[config.mk]
export PLATFORM = sky130hd
export DESIGN_NAME = operand_issue
export DESIGN_NICKNAME = d
export VERILOG_FILES = /design/src/rtl/operand_issue.sv
export SDC_FILE = /design/constraint.sdc
export NUM_CORES = 1
export LEC_CHECK = 0
export ABC_AREA = 1
export CAP_MARGIN = 40
export CORE_MARGIN = 10
export CORE_UTILIZATION = 46
export DETAILED_ROUTE_END_ITERATION = 16
export PLACE_DENSITY_LB_ADDON = 0.15
export SETUP_SLACK_MARGIN = 0.02
export SYNTH_ARGS = -nofsm -noshare
export SYNTH_HDL_FRONTEND = slang
export SYNTH_SLANG_ARGS = --single-unit
[constraint.sdc]
create_clock -name clk -period 4.7 [get_ports clk]
set_clock_uncertainty 0.05 [all_clocks]
set_input_delay 0.94 -clock clk [delete_from_list [all_inputs] [get_ports clk]]
set_output_delay 0.94 -clock clk [all_outputs]
set_load 0.05 [all_outputs]
[src/rtl/operand_issue.sv]
// operand_issue: ID-to-EX operand stage.
// Resolves rs1/rs2 from the regfile plus the MEM/WB bypass paths, detects
// load-use hazards, and holds the ID/EX register behind a valid/ready
// handshake. It also keeps a saturating count of the bubbles it inserts.
module operand_issue #(
  parameter int XLEN  = 32,
  parameter int CNT_W = 16
) (
  input  logic             clk,
  input  logic             rst,
  // ID side
  input  logic             id_valid,
  output logic             id_ready,
  input  logic [4:0]       id_rs1,
  input  logic [4:0]       id_rs2,
  input  logic             id_uses_rs1,
  input  logic             id_uses_rs2,
  input  logic [4:0]       id_rd,
  input  logic             id_reg_write,
  input  logic             id_is_load,
  input  logic [XLEN-1:0]  id_imm,
  input  logic [XLEN-1:0]  id_pc,
  // Regfile read data
  input  logic [XLEN-1:0]  rf_rd1,
  input  logic [XLEN-1:0]  rf_rd2,
  // Bypass sources
  input  logic             mem_fwd_valid,
  input  logic [4:0]       mem_rd,
  input  logic [XLEN-1:0]  mem_data,
  input  logic             wb_we,
  input  logic [4:0]       wb_rd,
  input  logic [XLEN-1:0]  wb_wd,
  // Control
  input  logic             flush,
  input  logic             ex_ready,
  // EX register outputs
  output logic             ex_valid,
  output logic [XLEN-1:0]  ex_op1,
  output logic [XLEN-1:0]  ex_op2,
  output logic [4:0]       ex_rd,
  output logic             ex_reg_write,
  output logic             ex_is_load,
  output logic [XLEN-1:0]  ex_imm,
  output logic [XLEN-1:0]  ex_pc,
  output logic [CNT_W-1:0] stall_cnt
);

  // EX register state
  logic             ex_valid_q,     ex_valid_d;
  logic [XLEN-1:0]  ex_op1_q,       ex_op1_d;
  logic [XLEN-1:0]  ex_op2_q,       ex_op2_d;
  logic [4:0]       ex_rd_q,        ex_rd_d;
  logic             ex_reg_write_q, ex_reg_write_d;
  logic             ex_is_load_q,   ex_is_load_d;
  logic [XLEN-1:0]  ex_imm_q,       ex_imm_d;
  logic [XLEN-1:0]  ex_pc_q,        ex_pc_d;
  logic [CNT_W-1:0] stall_cnt_q,    stall_cnt_d;

  // Resolved operands and handshake terms
  logic [XLEN-1:0] op1_res;
  logic [XLEN-1:0] op2_res;
  logic            advance;
  logic            hazard;
  logic            rs1_hit;
  logic            rs2_hit;

  // Bypass priority: x0, then MEM (youngest), then WB (same-cycle write
  // not yet visible in the regfile), then the regfile itself.
  function automatic logic [XLEN-1:0] resolve(
    input logic [4:0]      idx,
    input logic [XLEN-1:0] rf_val
  );
    logic [XLEN-1:0] val;
    if (idx == 5'd0) begin
      val = '0;
    end else if (mem_fwd_valid && (mem_rd == idx)) begin
      val = mem_data;
    end else if (wb_we && (wb_rd == idx)) begin
      val = wb_wd;
    end else begin
      val = rf_val;
    end
    return val;
  endfunction

  // Operand resolution, hazard detection and ready generation
  always_comb begin
    op1_res  = resolve(id_rs1, rf_rd1);
    op2_res  = resolve(id_rs2, rf_rd2);
    advance  = ex_ready | ~ex_valid_q;
    rs1_hit  = id_uses_rs1 & (id_rs1 == ex_rd_q);
    rs2_hit  = id_uses_rs2 & (id_rs2 == ex_rd_q);
    hazard   = id_valid & ex_valid_q & ex_is_load_q & ex_reg_write_q &
               (ex_rd_q != 5'd0) & (rs1_hit | rs2_hit);
    id_ready = flush | (advance & ~hazard);
  end

  // Next-state for the EX register and the stall counter
  always_comb begin
    ex_valid_d     = ex_valid_q;
    ex_op1_d       = ex_op1_q;
    ex_op2_d       = ex_op2_q;
    ex_rd_d        = ex_rd_q;
    ex_reg_write_d = ex_reg_write_q;
    ex_is_load_d   = ex_is_load_q;
    ex_imm_d       = ex_imm_q;
    ex_pc_d        = ex_pc_q;
    stall_cnt_d    = stall_cnt_q;
    if (flush) begin
      // Flush kills EX and discards the ID instruction; data fields hold.
      ex_valid_d = 1'b0;
    end else if (!advance) begin
      // EX is backpressured: everything holds.
      ex_valid_d = ex_valid_q;
    end else if (hazard) begin
      // Load-use: insert a bubble and count it, saturating at all-ones.
      ex_valid_d = 1'b0;
      if (!(&stall_cnt_q)) begin
        stall_cnt_d = stall_cnt_q + 1'b1;
      end
    end else begin
      ex_valid_d     = id_valid;
      ex_op1_d       = op1_res;
      ex_op2_d       = op2_res;
      ex_rd_d        = id_rd;
      ex_reg_write_d = id_reg_write;
      ex_is_load_d   = id_is_load;
      ex_imm_d       = id_imm;
      ex_pc_d        = id_pc;
    end
  end

  // State registers with synchronous reset
  always_ff @(posedge clk) begin
    if (rst) begin
      ex_valid_q     <= 1'b0;
      ex_op1_q       <= '0;
      ex_op2_q       <= '0;
      ex_rd_q        <= '0;
      ex_reg_write_q <= 1'b0;
      ex_is_load_q   <= 1'b0;
      ex_imm_q       <= '0;
      ex_pc_q        <= '0;
      stall_cnt_q    <= '0;
    end else begin
      ex_valid_q     <= ex_valid_d;
      ex_op1_q       <= ex_op1_d;
      ex_op2_q       <= ex_op2_d;
      ex_rd_q        <= ex_rd_d;
      ex_reg_write_q <= ex_reg_write_d;
      ex_is_load_q   <= ex_is_load_d;
      ex_imm_q       <= ex_imm_d;
      ex_pc_q        <= ex_pc_d;
      stall_cnt_q    <= stall_cnt_d;
    end
  end

  assign ex_valid     = ex_valid_q;
  assign ex_op1       = ex_op1_q;
  assign ex_op2       = ex_op2_q;
  assign ex_rd        = ex_rd_q;
  assign ex_reg_write = ex_reg_write_q;
  assign ex_is_load   = ex_is_load_q;
  assign ex_imm       = ex_imm_q;
  assign ex_pc        = ex_pc_q;
  assign stall_cnt    = stall_cnt_q;

endmodule

==> results of run 1 <==
-- power groups by stage --
stage               Clock [mW]  Sequential, mW  Combinational, mW
CTS                       1.46            1.42               1.15
detailed placement           0            1.45               1.15
global route              1.50            1.43               1.24
floorplan                    0            1.73              0.363
global placement             0            1.45               1.14
finish                    1.43            1.42               1.16
-- cells by family (layout without fill, tap and decap cells) --
group	after synthesis	in the layout
compound gates	98	98
flops	152	152
xor+xnor	15	15
buf+inv	227	569
simple gates	900	900
other cells	0	6
fa+ha+maj	1	1
-- placed cells by master, fill, tap and decap left out --
cell type and count:
a21oi_1 13, a21oi_2 9, buf_12 1, buf_16 1, buf_4 23, bufinv_16 1
clkbuf_16 17, clkbuf_8 1, clkdlybuf4s50_1 379, clkinv_4 1, clkinv_8 2, dfxtp_1 152
diode_2 6, ha_1 1, inv_1 121, inv_2 11, inv_4 1, inv_6 4
inv_8 6, nand2_1 243, nand2_2 2, nand2_4 1, nand3_1 82, nand4_1 131
nand4_2 1, nor2_1 420, nor2_2 9, nor2_4 1, nor3_1 5, nor3_4 4
nor4_1 1, o2111ai_1 1, o21ai_0 73, o21ai_2 1, o21bai_1 1, xnor2_1 6
xor2_1 9
-- stage by stage --
stage               hold WS [ns]  worst slack (ns)  std cells
floorplan                 0.6522             1.886       1393
global placement          0.4103            0.7332       1931
detailed placement        0.4210            0.7270       1932
CTS                       0.4371            0.7135       1964
global route              0.4581            0.5913       1969
finish                    0.4319            0.7169       1970
-- worst max-delay path by stage --
| stage | endpoint | slack, ns | depth (start not counted) |
|---|---|---|---|
| floorplan | id_ready | 1.89 | 9 |
| global placement | id_ready | 0.73 | 11 |
| detailed placement | id_ready | 0.73 | 11 |
| CTS | id_ready | 0.71 | 11 |
| global route | id_ready | 0.59 | 11 |
| finish | id_ready | 0.72 | 11 |
-- worst max-delay path, cell delays in order --
cell and delay (ns):
clkdlybuf4s50_1 0.54, inv_2 0.10, nand2_1 0.07, nand2_1 0.08
nor2_1 0.04, nand3_1 0.08, nand2_2 0.08, nand2_2 0.11
nand2_1 0.06, nand2_1 0.07, clkdlybuf4s50_1 0.82
-- flip-flops by register name, indices dropped and copies added (netlist names) --
name / cells
ex_valid: 1
ex_is_load: 1
ex_reg_write: 1
ex_rd: 5
ex_pc: 32
ex_op1: 32
ex_imm: 32
stall_cnt: 16
ex_op2: 32
-- layout make-up --
type / count / area [µm²]
timing repair buffer: 404 / 4014
antenna: 6 / 15.01
inverter: 133 / 501.7
fill: 1619 / 5077
clock inverter: 14 / 173.9
multi-input combinational: 1014 / 4597
clock buffer: 18 / 439.2
sequential: 152 / 3043
tap: 229 / 286.5
-- routing by layer --
metal  part of all wire  up-vias
li1                   -     5107
met1               0.36     4634
met2               0.48      655
met3               0.12       86
met4              0.039        0
met5                  0        -
==> results.json, run 1 <==
{
  "cts_tree": "built",
  "fin_crit_ns": 3.983,
  "worstPathRequired_ns": 3.71,
  "gp_congestion": 0.9484,
  "synthArstFlopShare": 0,
  "pwr-share-comb": 0.289,
  "hp-class": "flop to flop",
  "synthSimpleGateAreaFrac": 0.4543,
  "start_util": 0.4714,
  "ys_seq_elements": 152,
  "grt_first_pass_wirelength_um": 56810,
  "power.switching_mw": 1.421,
  "fin_util": 0.7202,
  "cts_inserted_buffers": 17,
  "postCtsHoldBufs": 0,
  "ant_nets": 0,
  "drv_slew": 0,
  "critPathCaptureType": "output port",
  "powerDensity_nw_per_um2": 306.9,
  "drive_above_1_share": 0.05591,
  "hold_viol": 0,
  "r2r_cells": 11,
  "overflow": 0,
  "slew_headroom": 0.4723,
  "switching_share": 0.3544,
  "yosysMostFrequentCell": "nor2_1",
  "die_area_um2": 24450,
  "grt_busiest_layer": "met2",
  "routedWlPerCell_um": 19.01,
  "boundaryPins": 381,
  "syn_nets": 1622,
  "drt-total-wl_um": 37450,
  "finalSetupTns_ns": 0,
  "r2r-start": "ex_rd[2]",
  "synthFlopType": "dfxtp_1",
  "worstSetupPathType": "input port to output port",
  "use_met2": 0.4943,
  "synth_fa_ha_area_frac": 0.001463,
  "synth_top_area_frac": 0.3557,
  "synth.avg_cell_area_um2": 6.141,
  "r2r_slack_ns": 2.30,
  "synth_area_leaders": "dfxtp_1 (36%), nor2_1 (19%), nand2_1 (11%)",
  "worstPathArrival_ns": 2.99,
  "cts_setup_buffers": 0,
  "syn_to_final_growth_pct": 52.79,
  "synth_compound_area_frac": 0.06245,
  "finalCritPeriodShare": 0.8475,
  "netlist_area_um2": 8554,
  "worst_pin_slew_ns": 0.7907,
  "die_w_um": 156.4,
  "cp_max_fo": 5,
  "intPower_mw": 2.589,
  "viasPerCell": 5.321,
  "synth_xor_xnor_area_share": 0.01536,
  "chipHeight_um": 156.4,
  "vdd_ir_drop_max_uv": 253.4,
  "clock_latency_ns": 0.43,
  "vias": 10482,
  "grt_use_met1": 0.3252,
  "min_to": "ex_imm[11]",
  "grt_use_met3": 0.1107,
  "dpl.hpwl_um": 27270,
  "crit_start": "id_rs1[3]",
  "cts_sinks": 152,
  "maxCapViolations": 0,
  "status": "finished, final reports clean",
  "grt_max_degree": 78,
  "cts_buffer_depth": 2,
  "synth_edf_count": 0,
  "numPortBuffers": 380,
  "hold-path-cell-count": 2,
  "ys.warnings.count": 0,
  "clockPowerShare": 0.357,
  "cts-root-buf": "clkbuf_16",
  "drt_iter0_markers": 1010,
  "cts_htree_levels": 4,
  "ys_seq_area_frac": 0.3557,
  "dr.pass1.iters": 6,
  "design_area_um2": 13070,
  "fp-row-count": 49,
  "crit_path_start_kind": "input port",
  "coreArea_um2": 18150,
  "max_freq_mhz": 251.1,
  "rsz0062_at_grt": "no",
  "synth.distinct_cells": 28,
  "synth_top_family_by_area": "simple AND/OR/NAND/NOR gates",
  "antenna_found_initial": 5,
  "hold_start": "ex_imm[11]",
  "cts.clk_slew.worst_paths_ns": 0.07,
  "yosysTopAreaCell": "dfxtp_1",
  "drc": 0,
  "grt_use_total": 0.2932,
  "rr_endpoint": "ex_op2[20]",
  "syn_inst": 1393,
  "grt_pass1_vias": 9884,
  "totalPowerFinal_mw": 4.011,
  "synth_mux_area_frac": 0,
  "cts_repair_resize_count": 0,
  "nNetsFinal": 1951,
  "placed_cell_area_um2": 12440,
  "setup_viol": 0,
  "leakage_nw": 5.578,
  "p_seq_frac": 0.354,
  "synthTopCellsByCount": "nor2_1 (423), nand2_1 (243), dfxtp_1 (152), nand4_1 (131), inv_1 (121)"
}
No activity file was read; power rests on OpenSTA's default activity.
==> run 2: changes to the inputs <==
--- a/config.mk
+++ b/config.mk
@@ -8,7 +8,7 @@
 export ABC_AREA = 1
 export CAP_MARGIN = 40
 export CORE_MARGIN = 10
-export CORE_UTILIZATION = 46
+export CORE_UTILIZATION = 39
 export DETAILED_ROUTE_END_ITERATION = 16
 export PLACE_DENSITY_LB_ADDON = 0.15
 export SETUP_SLACK_MARGIN = 0.02
==> constraint.sdc (replaced) <==
create_clock -name clk -period 3.6 [get_ports clk]
set_clock_uncertainty 0.05 [all_clocks]
set_input_delay 0.72 -clock clk [delete_from_list [all_inputs] [get_ports clk]]
set_output_delay 0.72 -clock clk [all_outputs]
set_load 0.05 [all_outputs]
==> results.json, run 2 (synthesis results as in run 1) <==
{
  "vias": 10299,
  "grt_pass1_vias": 9999,
  "grt_use_total": 0.2524,
  "cts-root-buf": "clkbuf_16",
  "layout_commonest_cell": "nor2_1",
  "die_area_um2": 28260,
  "cpPeakStageDelay_ns": 0.62,
  "fill_cells": 2103,
  "cts_sinks": 152,
  "leakage_nw": 5.568,
  "worstPathRequired_ns": 2.83,
  "cts_repair_resize_count": 0,
  "postCtsHoldBufs": 0,
  "cts.clk_slew.worst_paths_ns": 0.06,
  "fp-row-count": 54,
  "route.met2.wl_um": 17990,
  "dpl.hpwl_um": 27450,
  "hp-class": "flop to flop",
  "vdd_ir_drop_max_uv": 300.6,
  "rsz0062_at_grt": "no",
  "dr.max_layer_used": "met4",
  "cts_setup_buffers": 0,
  "drive_above_1_share": 0.05709,
  "overflow": 0,
  "grt_max_degree": 72,
  "cp_cell_sequence": "clkdlybuf4s50_1 -> inv_2 -> nand2_1 -> nand2_1 -> nor2_1 -> nand3_1 -> nand2_2 -> nand2_2 -> nand2_1 -> nand2_1 -> buf_4",
  "numPortBuffers": 380,
  "nNetsFinal": 1950,
  "gp_congestion": 0.8791,
  "coreArea_um2": 21690,
  "hold_viol": 0,
  "totalPowerFinal_mw": 5.168,
  "grt_first_pass_wirelength_um": 57390,
  "finalSetupTns_ns": 0,
  "drt-total-wl_um": 37630,
  "viasPerCell": 5.104,
  "holdWs_ns": 0.4321,
  "cts_buffer_depth": 2,
  "drv_slew": 0,
  "dr.pass1.iters": 5,
  "finalCritPeriodShare": 0.8471,
  "die_w_um": 168.1,
  "worstPathArrival_ns": 2.28,
  "start_util": 0.3944,
  "fin_util": 0.6064,
  "setup_viol": 0,
  "maxCapViolations": 0,
  "worstSetupPathType": "input port to output port",
  "clock_latency_ns": 0.43,
  "critPathCaptureType": "output port",
  "crit_path_top_delay_cell": "clkdlybuf4s50_1",
  "ant_nets": 0,
  "routedWlPerCell_um": 18.65,
  "cts_tree": "built",
  "slew_headroom": 0.4353,
  "powerDensity_nw_per_um2": 393.0,
  "cp_max_fo": 5,
  "cts_htree_levels": 4,
  "boundaryPins": 381,
  "wl_met1_um": 14450,
  "chipHeight_um": 168.1,
  "worst_pin_slew_ns": 0.8460,
  "crit_top_cell": "nand2_1",
  "cts_inserted_buffers": 17,
  "crit_family": "buffers and inverters",
  "max_freq_mhz": 327.9,
  "drc": 0,
  "status": "finished, final reports clean",
  "mostFrequentLayoutCells": "nor2_1 (420), clkdlybuf4s50_1 (378), nand2_1 (243)",
  "cp_num_buf_inv": 3,
  "wl_met3_um": 4370,
  "syn_to_final_growth_pct": 53.74,
  "antenna_found_initial": 3,
  "drt_iter0_markers": 851,
  "fin_crit_ns": 3.050,
  "crit_path_start_kind": "input port"
}
-- run 2: cell types whose count changed in the layout (fill, tap and decap cells not counted), sizes merged --
cell           previous run  this run
bufinv                    1         0
clkbuf                   18        17
clkdlybuf4s50           379       378
clkinv                    3         5
clkinvlp                  0         2
diode                     6         4
inv                     143       141
-- run 2: worst register-to-register path, stage by stage, from the launching register on --
cell,delay [ns]
dfxtp_1,0.44
inv_1,0.16
nand2_1,0.09
nand2_1,0.05
nor2_1,0.10
nand3_1,0.11
nand2_2,0.11
nand2_2,0.10
nand2_4,0.28
buf_4,0.46
o21ai_0,0.16
a21oi_1,0.16
-- run 2: final timing paths --
| path | startpoint | end | slack [ns] | cells after the start |
|---|---|---|---|---|
| worst min-delay path | ex_imm[5] | ex_imm[5] | 0.43 | 2 |
| worst min register to register | ex_imm[5] | ex_imm[5] | 0.43 | 2 |
| worst max-delay path | id_rs1[1] | id_ready | 0.55 | 11 |
| worst max register to register | ex_rd[1] | ex_rd[1] | 1.26 | 11 |
-- run 2: cell type report --
type | count | area, µm² | area share
diodes | 4 | 10.01 | 0.0007611
clock buffers | 17 | 425.4 | 0.03235
clock inverters | 15 | 157.7 | 0.01199
inverters | 133 | 501.7 | 0.03815
multi-input cells | 1014 | 4642 | 0.3530
flip-flops and latches | 152 | 3043 | 0.2314
well taps | 280 | 350.3 | 0.02664
repair buffers | 403 | 4021 | 0.3058
-- run 2: stage by stage --
step,instances,cell area [µm²],setup slack [ns]
after floorplan,1393,8554,1.219
after global placement,1982,12560,0.4829
after detailed placement,1982,12560,0.4387
after CTS,2014,13140,0.5429
after global routing,2017,13150,0.4136
final,2018,13150,0.5503
-- run 2: report_power, final --
part	switching (mW)	internal, mW
logic	0.945	0.572
registers	0.0614	1.79
clock network	0.872	0.927
-- run 2: layer usage --
metal / global-route usage / vias up
met3: 0.1010 / 45
li1: - / 5118
met4: 0.07646 / 0
met5: 0 / -
met1: 0.2854 / 4631
met2: 0.4272 / 505
==> run 3: changes to the inputs <==
--- a/config.mk
+++ b/config.mk
@@ -8,7 +8,7 @@
 export ABC_AREA = 1
 export CAP_MARGIN = 40
 export CORE_MARGIN = 10
-export CORE_UTILIZATION = 39
+export CORE_UTILIZATION = 43
 export DETAILED_ROUTE_END_ITERATION = 16
 export PLACE_DENSITY_LB_ADDON = 0.15
 export SETUP_SLACK_MARGIN = 0.02
==> constraint.sdc (replaced) <==
create_clock -name clk -period 3.05 [get_ports clk]
set_clock_uncertainty 0.05 [all_clocks]
set_input_delay 0.61 -clock clk [delete_from_list [all_inputs] [get_ports clk]]
set_output_delay 0.61 -clock clk [all_outputs]
set_load 0.05 [all_outputs]
==> results.json, run 3 (synthesis results as in run 1) <==
{
  "placed_cell_area_um2": 12630,
  "worstPathRequired_ns": 2.39,
  "cts_htree_levels": 4,
  "overflow": 0,
  "vias": 10428,
  "r2r_slack_ns": 0.94,
  "cts-root-buf": "clkbuf_16",
  "drv_slew": 0,
  "totalPowerFinal_mw": 6.222,
  "cp_num_buf_inv": 3,
  "boundaryPins": 381,
  "hold_start": "ex_imm[3]",
  "rr_endpoint": "stall_cnt[2]",
  "min_to": "ex_imm[3]",
  "crit_path_top_delay_cell": "clkdlybuf4s50_1",
  "worstPathArrival_ns": 2.12,
  "grt_use_total": 0.2710,
  "crit_path_start_kind": "input port",
  "coreArea_um2": 19530,
  "crit_family": "buffers and inverters",
  "die_w_um": 161.0,
  "antenna_found_initial": 4,
  "routedWlPerCell_um": 18.36,
  "r2r-start": "stall_cnt[0]",
  "finalCritPeriodShare": 0.9120,
  "r2r_cells": 9,
  "dpl.hpwl_um": 27190,
  "die_area_um2": 25940,
  "cts_inserted_buffers": 17,
  "cts_repair_resize_count": 0,
  "path_depth": 11,
  "nNetsFinal": 1959,
  "viasPerCell": 5.180,
  "finalSetupTns_ns": 0,
  "grt_max_degree": 72,
  "cpPeakStageDelay_ns": 0.60,
  "dpl.cell_count": 1976,
  "drc": 0,
  "hold_viol": 0,
  "hp-class": "flop to flop",
  "drt_iter0_markers": 836,
  "worstSetupPathType": "input port to output port",
  "mostFrequentLayoutCells": "nor2_1 (420), clkdlybuf4s50_1 (378), nand2_1 (243)",
  "grt_first_pass_wirelength_um": 56660,
  "drive_above_1_share": 0.06081,
  "grt_pass1_vias": 9957,
  "cts_sinks": 152,
  "cp_cell_sequence": "clkdlybuf4s50_1 -> inv_2 -> nand2_1 -> nand2_1 -> nor2_1 -> nand3_1 -> nand2_2 -> nand2_2 -> nand2_1 -> nand2_1 -> buf_12",
  "slew_headroom": 0.5861,
  "maxCapViolations": 0,
  "cts.clk_slew.worst_paths_ns": 0.07,
  "crit_top_cell": "nand2_1",
  "fp-row-count": 51,
  "layout_commonest_cell": "nor2_1",
  "start_util": 0.4381,
  "fill_cells": 1767,
  "powerDensity_nw_per_um2": 468.8,
  "drt-total-wl_um": 36960,
  "design_area_um2": 13270,
  "cts_buffer_depth": 2,
  "clock_latency_ns": 0.43,
  "multi_input_area_um2": 4602,
  "max_freq_mhz": 359.5,
  "seq_area_um2": 3043,
  "gp_congestion": 0.9430,
  "dr.pass1.iters": 6,
  "vdd_ir_drop_max_uv": 407.5,
  "status": "finished, final reports clean",
  "numPortBuffers": 380,
  "postCtsHoldBufs": 0,
  "worst_pin_slew_ns": 0.6189,
  "setup_viol": 0,
  "hold-path-cell-count": 2,
  "rsz0062_at_grt": "no",
  "cp_max_fo": 5,
  "fin_cells": 2013,
  "leakage_nw": 5.652,
  "critPathCaptureType": "output port",
  "cts_setup_buffers": 0,
  "cts_tree": "built",
  "syn_to_final_growth_pct": 55.14,
  "fin_crit_ns": 2.782,
  "ant_nets": 0,
  "chipHeight_um": 161.0
}
## run 3: worst max-delay path by stage
stage / slack, ns / start / endpoint
4_1_cts: 0.26 / id_rs1[4] / id_ready
5_1_grt: 0.13 / id_rs1[4] / id_ready
3_5_place_dp: 0.27 / id_rs1[4] / id_ready
6_report: 0.27 / id_rs1[4] / id_ready
3_3_place_gp: 0.28 / id_rs1[4] / id_ready
2_1_floorplan: 0.78 / ex_rd[3] / id_ready
## run 3: report_power, final
part	switching (mW)	total (mW)	internal [mW]
Sequential	0.0721	2.19	2.11
Clock	1.04	2.23	1.19
Combinational	1.11	1.80	0.691
Total	2.22	6.22	4.00
## run 3: final cells by class
class	count	area share
Clock buffer	17	0.03205
Timing Repair Buffer	412	0.3128
Sequential cell	152	0.2293
Multi-Input combinational cell	1014	0.3468
Inverter	133	0.03781
Clock inverter	15	0.01537
Antenna cell	5	0.0009428
Tap cell	265	0.02498
## run 3: routing by layer
layer / up-vias / routed length, µm / track usage
met5: - / 0 / 0
met4: 0 / 1228 / 0.1026
met3: 83 / 4189 / 0.1022
met2: 537 / 17420 / 0.4502
met1: 4675 / 14120 / 0.3102
li1: 5133 / - / -
## run 3: per-stage QoR
step | util | hold slack, ns | setup WS, ns
after floorplan | - | 0.6522 | 0.7794
after global placement | 0.6468 | 0.4104 | 0.2760
after detailed placement | 0.6468 | 0.4205 | 0.2733
after CTS | 0.6790 | 0.4371 | 0.2598
after global routing | 0.6795 | 0.4499 | 0.1289
final | 0.6797 | 0.4328 | 0.2683
## run 3: worst reg2reg max path, cell delays in order, from the launching register on
cell     delay (ns)
dfxtp_1        0.43
ha_1           0.27
nand2_1        0.11
nor2_2         0.18
nand2_1        0.13
o21ai_2        0.21
inv_1          0.07
nand4_2        0.30
nand2_1        0.10
a21oi_1        0.17
